<file path="config.mk">
export PLATFORM = sky130hd
export DESIGN_NAME = input_vc_buffer_flat
export DESIGN_NICKNAME = d
export VERILOG_FILES = /design/src/rtl/input_vc_buffer_pkg.sv /design/src/rtl/input_vc_buffer_if.sv /design/src/rtl/input_vc_buffer_vc_fifo.sv /design/src/rtl/input_vc_buffer.sv /design/src/flat_wrapper.sv
export SDC_FILE = /design/constraint.sdc
export NUM_CORES = 1
export LEC_CHECK = 0
export CAP_MARGIN = 5
export CORE_AREA = 2 2 140 142
export DETAILED_ROUTE_END_ITERATION = 6
export DIE_AREA = 0 0 142 144
export HOLD_SLACK_MARGIN = 0.03
export PLACE_DENSITY = 0.63
export SETUP_SLACK_MARGIN = 0.15
export SLEW_MARGIN = 20
export SYNTH_ARGS = -nofsm -noshare
export SYNTH_HDL_FRONTEND = slang
export SYNTH_SLANG_ARGS = --single-unit
</file>
<file path="constraint.sdc">
create_clock -name clk -period 2.65 [get_ports clk]
set_input_delay 0.265 -clock clk [delete_from_list [all_inputs] [get_ports clk]]
set_output_delay 0.265 -clock clk [all_outputs]
set_load 0.01 [all_outputs]
</file>
<file path="src/rtl/input_vc_buffer_pkg.sv">
// -----------------------------------------------------------------------------
// input_vc_buffer_pkg
// Shared definitions for the router input-port VC buffer.
//   FLIT_SIZE       flit width in bits (overridable on the command line)
//   IN_OUTPORT_CNT  number of router ports
//   VC_ID_WIDTH     default width of the VC id field
//   CLOG2(x)        ceiling log2 helper
//   CREDIT_IDX(v,p) position of the credit for VC v of port p inside an
//                   upstream router's credit vector: v*IN_OUTPORT_CNT+p
// Optional feature macro used by this block: INPUT_BUF_OCC_EN.
// -----------------------------------------------------------------------------
`ifndef FLIT_SIZE
`define FLIT_SIZE 8
`endif
`ifndef IN_OUTPORT_CNT
`define IN_OUTPORT_CNT 5
`endif
`ifndef VC_ID_WIDTH
`define VC_ID_WIDTH 2
`endif
`ifndef CLOG2
`define CLOG2(x) $clog2(x)
`endif
`ifndef CREDIT_IDX
`define CREDIT_IDX(v, p) ((v) * `IN_OUTPORT_CNT + (p))
`endif

package input_vc_buffer_pkg;

    localparam int FLIT_W_DEF    = `FLIT_SIZE;
    localparam int VC_NUM_DEF    = 4;
    localparam int VC_ID_W_DEF   = `VC_ID_WIDTH;
    localparam int BUF_DEPTH_DEF = 4;

    // Per-VC FIFO control state
    typedef enum logic [0:0] {
        FIFO_EMPTY    = 1'b0,
        FIFO_NONEMPTY = 1'b1
    } fifo_state_e;

endpackage

</file>
<file path="src/rtl/input_vc_buffer_if.sv">
// -----------------------------------------------------------------------------
// input_vc_buffer_if
// Link/allocator bundle of one router input port.
//   flit_in/flit_valid/flit_vc  incoming flit from the upstream link
//   pop                         allocator grant, one bit per VC (bit 0 = VC 0)
//   head_flits                  head flit of each VC, VC 0 in the low FLIT_W bits
//   is_new_flit                 VC non-empty (head_flits slice valid)
//   credit_out                  one-cycle credit pulse per VC to upstream
//   overflow_err                sticky: flit arrived for a full or invalid VC
//   buf_occupancy/buf_full      only with INPUT_BUF_OCC_EN defined
// master = upstream link + allocator side, slave = the buffer.
// -----------------------------------------------------------------------------
interface input_vc_buffer_if
    import input_vc_buffer_pkg::*;
#(
    parameter int VC_NUM    = VC_NUM_DEF,
    parameter int VC_ID_W   = VC_ID_W_DEF,
    parameter int BUF_DEPTH = BUF_DEPTH_DEF,
    parameter int FLIT_W    = FLIT_W_DEF
) ();

    localparam int CNT_W = `CLOG2(BUF_DEPTH) + 1;

    logic [FLIT_W-1:0]        flit_in;
    logic                     flit_valid;
    logic [VC_ID_W-1:0]       flit_vc;
    logic [VC_NUM-1:0]        pop;
    logic [FLIT_W*VC_NUM-1:0] head_flits;
    logic [VC_NUM-1:0]        is_new_flit;
    logic [VC_NUM-1:0]        credit_out;
    logic                     overflow_err;
`ifdef INPUT_BUF_OCC_EN
    logic [CNT_W*VC_NUM-1:0]  buf_occupancy;
    logic [VC_NUM-1:0]        buf_full;

    modport master (
        output flit_in, flit_valid, flit_vc, pop,
        input  head_flits, is_new_flit, credit_out, overflow_err, buf_occupancy, buf_full
    );
    modport slave (
        input  flit_in, flit_valid, flit_vc, pop,
        output head_flits, is_new_flit, credit_out, overflow_err, buf_occupancy, buf_full
    );
`else
    modport master (
        output flit_in, flit_valid, flit_vc, pop,
        input  head_flits, is_new_flit, credit_out, overflow_err
    );
    modport slave (
        input  flit_in, flit_valid, flit_vc, pop,
        output head_flits, is_new_flit, credit_out, overflow_err
    );
`endif

endinterface

</file>
<file path="src/rtl/input_vc_buffer_vc_fifo.sv">
// -----------------------------------------------------------------------------
// vc_fifo
// Single-VC flit FIFO with credit return.
//   clk, reset  rising-edge clock, synchronous active-high reset
//   push_i      write data_i (ignored when full unless popped the same cycle)
//   pop_i       remove head flit (ignored when empty)
//   data_i      flit to store
//   head_o      head flit, forced to zero when empty
//   count_o     registered occupancy 0..BUF_DEPTH
//   empty_o     FIFO holds no flit
//   full_o      FIFO holds BUF_DEPTH flits
//   credit_o    registered one-cycle pulse after each effective pop
// -----------------------------------------------------------------------------
module vc_fifo
    import input_vc_buffer_pkg::*;
#(
    parameter int BUF_DEPTH = BUF_DEPTH_DEF,
    parameter int FLIT_W    = FLIT_W_DEF
) (
    input  logic                        clk,
    input  logic                        reset,
    input  logic                        push_i,
    input  logic                        pop_i,
    input  logic [FLIT_W-1:0]           data_i,
    output logic [FLIT_W-1:0]           head_o,
    output logic [`CLOG2(BUF_DEPTH):0]  count_o,
    output logic                        empty_o,
    output logic                        full_o,
    output logic                        credit_o
);

    localparam int PTR_W = `CLOG2(BUF_DEPTH);
    localparam int CNT_W = PTR_W + 1;

    fifo_state_e       state_q, state_d;
    logic [FLIT_W-1:0] mem_q [BUF_DEPTH];
    logic [PTR_W-1:0]  rd_ptr_q, rd_ptr_d;
    logic [PTR_W-1:0]  wr_ptr_q, wr_ptr_d;
    logic [CNT_W-1:0]  count_q, count_d;
    logic              credit_q;
    logic              empty_s, full_s, do_push_s, do_pop_s;

    // A full FIFO still accepts a write when the same edge pops a slot.
    assign do_pop_s  = pop_i && !empty_s;
    assign do_push_s = push_i && (!full_s || pop_i);

    // FSM state register
    always_ff @(posedge clk) begin
        if (reset) begin
            state_q <= FIFO_EMPTY;
        end else begin
            state_q <= state_d;
        end
    end

    // FSM next-state logic
    always_comb begin
        state_d = state_q;
        case (state_q)
            FIFO_EMPTY: begin
                if (do_push_s) state_d = FIFO_NONEMPTY;
                else           state_d = FIFO_EMPTY;
            end
            FIFO_NONEMPTY: begin
                if ((count_q == CNT_W'(1)) && do_pop_s && !do_push_s) state_d = FIFO_EMPTY;
                else                                                   state_d = FIFO_NONEMPTY;
            end
            default: state_d = FIFO_EMPTY;
        endcase
    end

    // FSM output decode
    always_comb begin
        empty_s = 1'b1;
        full_s  = 1'b0;
        case (state_q)
            FIFO_EMPTY: begin
                empty_s = 1'b1;
                full_s  = 1'b0;
            end
            FIFO_NONEMPTY: begin
                empty_s = 1'b0;
                full_s  = (count_q == CNT_W'(BUF_DEPTH));
            end
            default: begin
                empty_s = 1'b1;
                full_s  = 1'b0;
            end
        endcase
    end

    // Pointer and occupancy next-state; pointers wrap modulo BUF_DEPTH
    always_comb begin
        wr_ptr_d = wr_ptr_q;
        rd_ptr_d = rd_ptr_q;
        count_d  = count_q;
        if (do_push_s) wr_ptr_d = wr_ptr_q + PTR_W'(1);
        else           wr_ptr_d = wr_ptr_q;
        if (do_pop_s)  rd_ptr_d = rd_ptr_q + PTR_W'(1);
        else           rd_ptr_d = rd_ptr_q;
        case ({do_push_s, do_pop_s})
            2'b10:   count_d = count_q + CNT_W'(1);
            2'b01:   count_d = count_q - CNT_W'(1);
            default: count_d = count_q;
        endcase
    end

    // Pointer, occupancy and credit registers
    always_ff @(posedge clk) begin
        if (reset) begin
            wr_ptr_q <= {PTR_W{1'b0}};
            rd_ptr_q <= {PTR_W{1'b0}};
            count_q  <= {CNT_W{1'b0}};
            credit_q <= 1'b0;
        end else begin
            wr_ptr_q <= wr_ptr_d;
            rd_ptr_q <= rd_ptr_d;
            count_q  <= count_d;
            credit_q <= do_pop_s;
        end
    end

    // Flit storage; stale contents are hidden by the pointers after reset
    always_ff @(posedge clk) begin
        if (do_push_s) begin
            mem_q[wr_ptr_q] <= data_i;
        end
    end

    // Head flit read-out, zero while empty
    always_comb begin
        if (empty_s) head_o = {FLIT_W{1'b0}};
        else         head_o = mem_q[rd_ptr_q];
    end

    assign count_o  = count_q;
    assign empty_o  = empty_s;
    assign full_o   = full_s;
    assign credit_o = credit_q;

endmodule

</file>
<file path="src/rtl/input_vc_buffer.sv">
// -----------------------------------------------------------------------------
// input_vc_buffer
// Receiver side of one router input port on a credit-based link: per-VC
// FIFOs feeding the switch allocator, with one credit returned per pop.
//   clk    rising-edge clock
//   reset  synchronous active-high reset
//   bus    input_vc_buffer_if.slave (flit link, allocator grant, head flits,
//          valid flags, credit pulses, sticky overflow error)
// Optional feature: define INPUT_BUF_OCC_EN to drive bus.buf_occupancy and
// bus.buf_full.
// -----------------------------------------------------------------------------
module input_vc_buffer
    import input_vc_buffer_pkg::*;
#(
    parameter int VC_NUM    = VC_NUM_DEF,
    parameter int VC_ID_W   = VC_ID_W_DEF,
    parameter int BUF_DEPTH = BUF_DEPTH_DEF,
    parameter int FLIT_W    = FLIT_W_DEF
) (
    input  logic               clk,
    input  logic               reset,
    input_vc_buffer_if.slave   bus
);

    localparam int CNT_W = `CLOG2(BUF_DEPTH) + 1;

    logic [VC_NUM-1:0]        push_s, drop_s, empty_s, full_s, credit_s;
    logic [FLIT_W*VC_NUM-1:0] head_flat_s;
    logic [CNT_W*VC_NUM-1:0]  count_flat_s;
    logic                     bad_vc_s;
    logic                     overflow_q, overflow_d;

    // Ids that name no existing VC are dropped and flagged.
    assign bad_vc_s = bus.flit_valid && (32'(bus.flit_vc) >= 32'(VC_NUM));

    // A write is lost when its VC is full and not popped the same cycle.
    assign drop_s = push_s & full_s & ~bus.pop;

    for (genvar v = 0; v < VC_NUM; v++) begin : g_vc
        assign push_s[v] = bus.flit_valid && (bus.flit_vc == VC_ID_W'(v));

        vc_fifo #(
            .BUF_DEPTH (BUF_DEPTH),
            .FLIT_W    (FLIT_W)
        ) u_vc_fifo (
            .clk      (clk),
            .reset    (reset),
            .push_i   (push_s[v]),
            .pop_i    (bus.pop[v]),
            .data_i   (bus.flit_in),
            .head_o   (head_flat_s[v*FLIT_W +: FLIT_W]),
            .count_o  (count_flat_s[v*CNT_W +: CNT_W]),
            .empty_o  (empty_s[v]),
            .full_o   (full_s[v]),
            .credit_o (credit_s[v])
        );
    end

    // Sticky overflow error next-state
    always_comb begin
        overflow_d = overflow_q;
        if (bad_vc_s || (|drop_s)) overflow_d = 1'b1;
        else                       overflow_d = overflow_q;
    end

    // Overflow error register, cleared only by reset
    always_ff @(posedge clk) begin
        if (reset) overflow_q <= 1'b0;
        else       overflow_q <= overflow_d;
    end

    assign bus.head_flits   = head_flat_s;
    assign bus.is_new_flit  = ~empty_s;
    assign bus.credit_out   = credit_s;
    assign bus.overflow_err = overflow_q;

`ifdef INPUT_BUF_OCC_EN
    assign bus.buf_occupancy = count_flat_s;
    assign bus.buf_full      = full_s;
`else
    logic unused_count_s;
    assign unused_count_s = ^count_flat_s;
`endif

endmodule

</file>
<file path="src/flat_wrapper.sv">
// flat-port wrapper written by rule: the top's interface ports become plain ports
module input_vc_buffer_flat import input_vc_buffer_pkg::*;
#(
    parameter int VC_NUM    = VC_NUM_DEF,
    parameter int VC_ID_W   = VC_ID_W_DEF,
    parameter int BUF_DEPTH = BUF_DEPTH_DEF,
    parameter int FLIT_W    = FLIT_W_DEF
)
  (clk, reset, bus_flit_in, bus_flit_valid, bus_flit_vc, bus_pop, bus_head_flits, bus_is_new_flit, bus_credit_out, bus_overflow_err);
  input_vc_buffer_if #(.VC_NUM(VC_NUM), .VC_ID_W(VC_ID_W), .BUF_DEPTH(BUF_DEPTH), .FLIT_W(FLIT_W)) bus_i ();
  input  logic clk;
  input  logic reset;
  input wire logic [$bits(bus_i.flit_in)-1:0] bus_flit_in;
  input wire logic [$bits(bus_i.flit_valid)-1:0] bus_flit_valid;
  input wire logic [$bits(bus_i.flit_vc)-1:0] bus_flit_vc;
  input wire logic [$bits(bus_i.pop)-1:0] bus_pop;
  output wire logic [$bits(bus_i.head_flits)-1:0] bus_head_flits;
  output wire logic [$bits(bus_i.is_new_flit)-1:0] bus_is_new_flit;
  output wire logic [$bits(bus_i.credit_out)-1:0] bus_credit_out;
  output wire logic [$bits(bus_i.overflow_err)-1:0] bus_overflow_err;
  assign bus_i.flit_in = bus_flit_in;
  assign bus_i.flit_valid = bus_flit_valid;
  assign bus_i.flit_vc = bus_flit_vc;
  assign bus_i.pop = bus_pop;
  assign bus_head_flits = bus_i.head_flits;
  assign bus_is_new_flit = bus_i.is_new_flit;
  assign bus_credit_out = bus_i.credit_out;
  assign bus_overflow_err = bus_i.overflow_err;
  input_vc_buffer #(.VC_NUM(VC_NUM), .VC_ID_W(VC_ID_W), .BUF_DEPTH(BUF_DEPTH), .FLIT_W(FLIT_W)) u_core (.clk(clk), .reset(reset), .bus(bus_i));
endmodule
</file>
---- Yosys cells after proc, flatten, opt, wreduce, memory -nomap -nowiden ----
Memory sizes are Yosys's and may differ from the RTL's. A register that Yosys moved wholly into a read port is not among the register bits.
Cells that the tools add are included.
word-level totals
  bits in registers ....................... 37
  memory bits (writable) .................. 128
  output and inout port bits .............. 41
  logic and storage cells ................. 150
  memories ................................ 4
cells by class
  $add $sub $neg .......................... 16
  equal/unequal tests ..................... 19
  mux-type cells .......................... 40
  bitwise logic cells ..................... 8
  reduce and logical (&&, ||, !) cells .... 42
memory list
  memory                          words  width  read ports  clocked after Yosys merged registers in  write ports  RTL line                       source
  u_core.g_vc[0].u_vc_fifo.mem_q  4      8      1           1                                        1            input_vc_buffer_vc_fifo.sv:36  logic [FLIT_W-1:0] mem_q [BUF_DEPTH];
  u_core.g_vc[1].u_vc_fifo.mem_q  4      8      1           1                                        1            input_vc_buffer_vc_fifo.sv:36
  u_core.g_vc[2].u_vc_fifo.mem_q  4      8      1           1                                        1            input_vc_buffer_vc_fifo.sv:36
  u_core.g_vc[3].u_vc_fifo.mem_q  4      8      1           1                                        1            input_vc_buffer_vc_fifo.sv:36
operator list
  operator                                           count
  two-way mux 8 bit                                  4
  case mux 1 bit (2 select lines)                    12
  case mux 3 bit (2 select lines)                    4
  logical AND 1 bit                                  20
  adder 2 x 1 -> 2 bit (second input constant)       8
  two-way mux 2 bit                                  8
  adder 3 x 1 -> 3 bit (second input constant)       4
  == test 2 bit (second input constant)              6
  == test 3 x 1 -> 1 bit (second input constant)     4
  == test 3 bit (second input constant)              4
  zero test 1 bit                                    12
  two-way mux 1 bit                                  12
  subtractor 3 x 1 -> 3 bit (second input constant)  4
  == test 2 x 1 -> 1 bit (second input constant)     5
  AND 4 bit                                          2
  inverter 4 bit                                     2
  nonzero test 2 bit                                 4
  logical OR 1 bit                                   4
  inverter 1 bit                                     4
  OR reduction 4 bit                                 1
  zero test 2 bit                                    1

---- Longest topological paths before layout ----
  depth after elaboration ................. 9
  mapped depth ............................ 9

---- Modules after synthesis ----
Synthesis repeated with hierarchy kept, for this count alone.
second synthesis, totals
  cells, all modules ...................... 472
  area total of the unflattened synthesis .. 7,223.2 um2
by module, submodules not included
  module           instances  cells each  area an instance (um2)  sequential area each (um2)
  vc_fifo          4          114         1,778.0                 1,181.1
  input_vc_buffer  1          16          111.4                   20.0

---- Least setup slack after synthesis ----
No wires, ideal clock.
  kind .................................... register to register
  start point ............................. register u_core.g_vc[1].u_vc_fifo.count_q[0]
  end point ............................... register u_core.g_vc[1].u_vc_fifo.count_q[2]
  setup time .............................. 0.070 ns
  arrival ................................. 1.908 ns
  data required time ...................... 2.580 ns
  slack ................................... 0.672 ns
  cell stages (with the launch flop) ...... 10
  buffers on the path ..................... 0
  clock period less this slack ............ 1.978 ns
  cells stage by stage .................... dfxtp_1 > inv_1 > ha_1 > ha_1 > nand3b_1 > nand2_1 > ha_1 > or3b_1 > a21o_1 > a21oi_1
between the ends
  cells in the longest elaborated chain, start to end .. 7
RTL lines
  what                                                                   RTL line                        source
  start, declared                                                        input_vc_buffer_vc_fifo.sv:39   logic [CNT_W-1:0] count_q, count_d;
  start signal, assigned                                                 input_vc_buffer_vc_fifo.sv:113  count_q <= {CNT_W{1'b0}};
  start signal, assigned                                                 input_vc_buffer_vc_fifo.sv:118  count_q <= count_d;
  == test 3 bit                                                          input_vc_buffer_vc_fifo.sv:83   full_s = (count_q == CNT_W'(BUF_DEPTH));
  case mux 1 bit (2 select lines)                                        input_vc_buffer_vc_fifo.sv:76   case (state_q)
  zero test 1 bit                                                        input_vc_buffer_vc_fifo.sv:45   assign do_push_s = push_i && (!full_s || pop_i);
  logical OR 1 bit                                                       input_vc_buffer_vc_fifo.sv:45
  logical AND 1 bit                                                      input_vc_buffer_vc_fifo.sv:45
  == test 2 x 1 -> 1 bit or == test 2 bit (tied branches)                input_vc_buffer_vc_fifo.sv:101  case ({do_push_s, do_pop_s})
  case mux 3 bit (2 select lines) or nonzero test 2 bit (tied branches)  --
Several ways; a longest one is shown, not always the timed one.
A chain may end at the register's enable or synchronous reset.

==> metrics.csv <==
metric,value,unit
Clock transition at path regs,0.06,ns
Syn Area/Cell,15.2,um2
Reg-to-Reg Start,u_core.g_vc[0].u_vc_fifo.count_o[0],
initial antenna violation count,0,
Min-Delay Path Depth,2,
Port Buffer Count,57,
vias in the first global route,4056,
num rows,51,
layout cells sized above 1,0.128,
ant diodes,0,
Area contributors post-synth,"edfxtp_1 53%, dfxtp_1 12%, mux4_2 9.9%, ha_1 6.2%, and2_1 2.7%",
Die Wd,142,um
WP data arrival,2.13,ns
Cells after DPL,747,
Max H-tree Level,4,
Hold Path Origin,u_core.g_vc[1].u_vc_fifo.count_o[2],
via/cell ratio,4.97,
Clock Latency Late Sink,0.42,ns
Synth Instances,479,
Synth top area share,0.528,
post-synth top area cell,edfxtp_1,
Ports,58,
Clock Sinks,173,
CP Class,reg -> out,
CTS tree,yes,
"FFs w/ async S/R, synth",0,
Worst R2R End,u_core.g_vc[0].u_vc_fifo.count_o[2],
drt pass-1 iters,4,
die area,20400,um2
first-pass GRT wire length,21600,um
Fmax,0.418,GHz
syn_nets,532,
Max-slew headroom,0.518,
Chip Height,144,um
fillers,1637,
R2R depth,9,
Initial DRC Count,244,
Leak,3.04,nW
hold buffers post-CTS,0,
most frequent cells in the layout,"128 x edfxtp_1, 57 x clkdlybuf4s50_1, 43 x dfxtp_1",
Clock Skew,0.00705,ns
"leading cell type in the layout, fill and taps excluded",edfxtp_1,
Slew Limit Fails,0,
post-synthesis register bit count,173,
"EDFF count, synth",128,
Post-DP HPWL,9130,um
# setup viols final,0,
DRT antenna net count,0,
crit start category,flop,
"Max FO, Critical Path",8,
"Seq/Total Area, Yosys",0.651,
post-CTS setup buffers,0,
post-layout net count,581,
endpoints failing hold,0,
synth-to-layout area growth,19.0,%
Post-route DRC,0,
Mapped Area,7280,um2
min cycle time layout,2.39,ns
largest net degree at the start of global routing,24,
maximum vdd drop,0.000448,V
CTS root buf,clkbuf_16,
TritonCTS Buffers,17,
initial core utilization,0.382,
CORE AREA,19100,um2
Max Root-Sink Buffers,2,
routability cong.,0.744,
gr ovfl total,0,
routed vias,3874,
MaxCap Viol Count,0,
Avg WL per Cell,17.6,um
Hold Path Class,reg -> reg,
outcome,"finished, final reports clean",
Reg2Reg Setup Slack,0.37,ns
RSZ-0062 raised after global routing,false,
Hold Path Sink,u_core.g_vc[1].u_vc_fifo.count_o[2],
CP required,2.38,ns
Tot GR Track Use,0.141,
Crit. End Element,primary output,
fin crit share,0.903,
Slew @ Worst Pin,0.721,ns
most used flip-flop cell after synthesis,edfxtp_1,
setup TNS,0,ns
fin util,0.454,
Layout Cells excl Fill,779,
routed wire length,13700,um
"Distinct cells, synth",27,
Synth Warn #,0,
Power Density,698,nW/um2
[metrics by stage]
stage          setup slack [ns]  area (um2)  power, mW  hold slack (ns)
4_1_cts                   0.190        8660       6.09            0.507
3_3_place_gp              0.283        8000       3.35            0.484
2_1_floorplan             0.672        7280       3.23            0.364
3_5_place_dp              0.181        8000       3.37            0.498
6_report                  0.256        8670       6.05            0.516
5_1_grt                   0.157        8670       6.23            0.542
[cells by family after synthesis]
group                      count (synthesis)  synth area share
AOI/OAI and AO/OA                         41            0.0316
muxes                                     34             0.102
and+or+nand+nor                          128            0.0986
adders and majority gates                 36            0.0618
DFF                                      173             0.651
buffers and inverters                     51            0.0356
xor gates and xnor gates                  16            0.0192
[worst max-delay path by stage]
stage                                        startpoint                                  end  cells past startpoint
finish                                             flop                   bus_head_flits[12]                      4
global route                                       flop                   bus_head_flits[22]                      3
CTS                                                flop                   bus_head_flits[25]                      3
detailed placement                       bus_flit_valid  u_core.g_vc[0].u_vc_fifo.count_o[2]                      7
global placement                         bus_flit_vc[1]  u_core.g_vc[2].u_vc_fifo.count_o[2]                      7
floorplan           u_core.g_vc[1].u_vc_fifo.count_o[0]  u_core.g_vc[1].u_vc_fifo.count_o[2]                      9
[power breakdown]
part / internal [mW] / switching (mW) / leakage (nW)
registers: 2.95 / 0.0396 / 1.52
logic: 0.151 / 0.164 / 1.19
clock network: 1.74 / 1.00 / 0.326
total: 4.85 / 1.20 / 3.04
[sequential cells by signal, indices dropped and copies added, names as in the netlist, named ones only]
| register | cells |
|---|---|
| u_core.g_vc.u_vc_fifo.mem_q | 128 |
| u_core.g_vc.u_vc_fifo.state_q | 4 |
| u_core.g_vc.u_vc_fifo.credit_o | 4 |
| u_core.bus.overflow_err | 1 |
| u_core.g_vc.u_vc_fifo.rd_ptr_q | 8 |
| u_core.g_vc.u_vc_fifo.count_o | 12 |
| u_core.g_vc.u_vc_fifo.wr_ptr_q | 8 |
[what timing repair did]
action | 4_1_cts | 5_1_grt
endpoints found under the setup margin | 16 | 1
gates resized for setup | 2 | 1
pin swaps | 0 | 0
[layer usage]
layer / vias to the layer above / share of wire / track usage
li1: 1845 / - / -
met1: 1934 / 0.45 / 0.180
met2: 77 / 0.50 / 0.240
met3: 18 / 0.040 / 0.0301
met4: 0 / 0.014 / 0.0468
met5: - / 0 / 0
[worst max-delay path, cell delays in order (launching register included)]
cell	delay [ns]
dfxtp_1	0.31
buf_4	0.21
mux4_2	0.51
and2_1	0.20
clkdlybuf4s50_1	0.49
[area by class of cell]
class                   count  area (um2)  share of cell area
flip-flops and latches    173        4750               0.548
multi-input cells         255        2280               0.263
repair buffers             61         601              0.0693
clock buffers              24         513              0.0592
well taps                 238         298              0.0344
clock inverters             8         151              0.0175
inverters                  20        75.1             0.00866
[cell usage after synthesis, types with 6 or more instances]
cell type  instances
edfxtp_1         128
dfxtp_1           45
buf_2              6
and3b_1            6
nand3b_1           6
ha_1              36
xor2_1            16
nor2_1            29
o21ai_0           16
nand2_1           17
inv_1             20
a21oi_1           16
mux4_2            32
clkbuf_1          13
and3_1            17
buf_4              8
and2_1            32
nand3_1           13
Note: power is estimated with default switching activity, not from simulation.
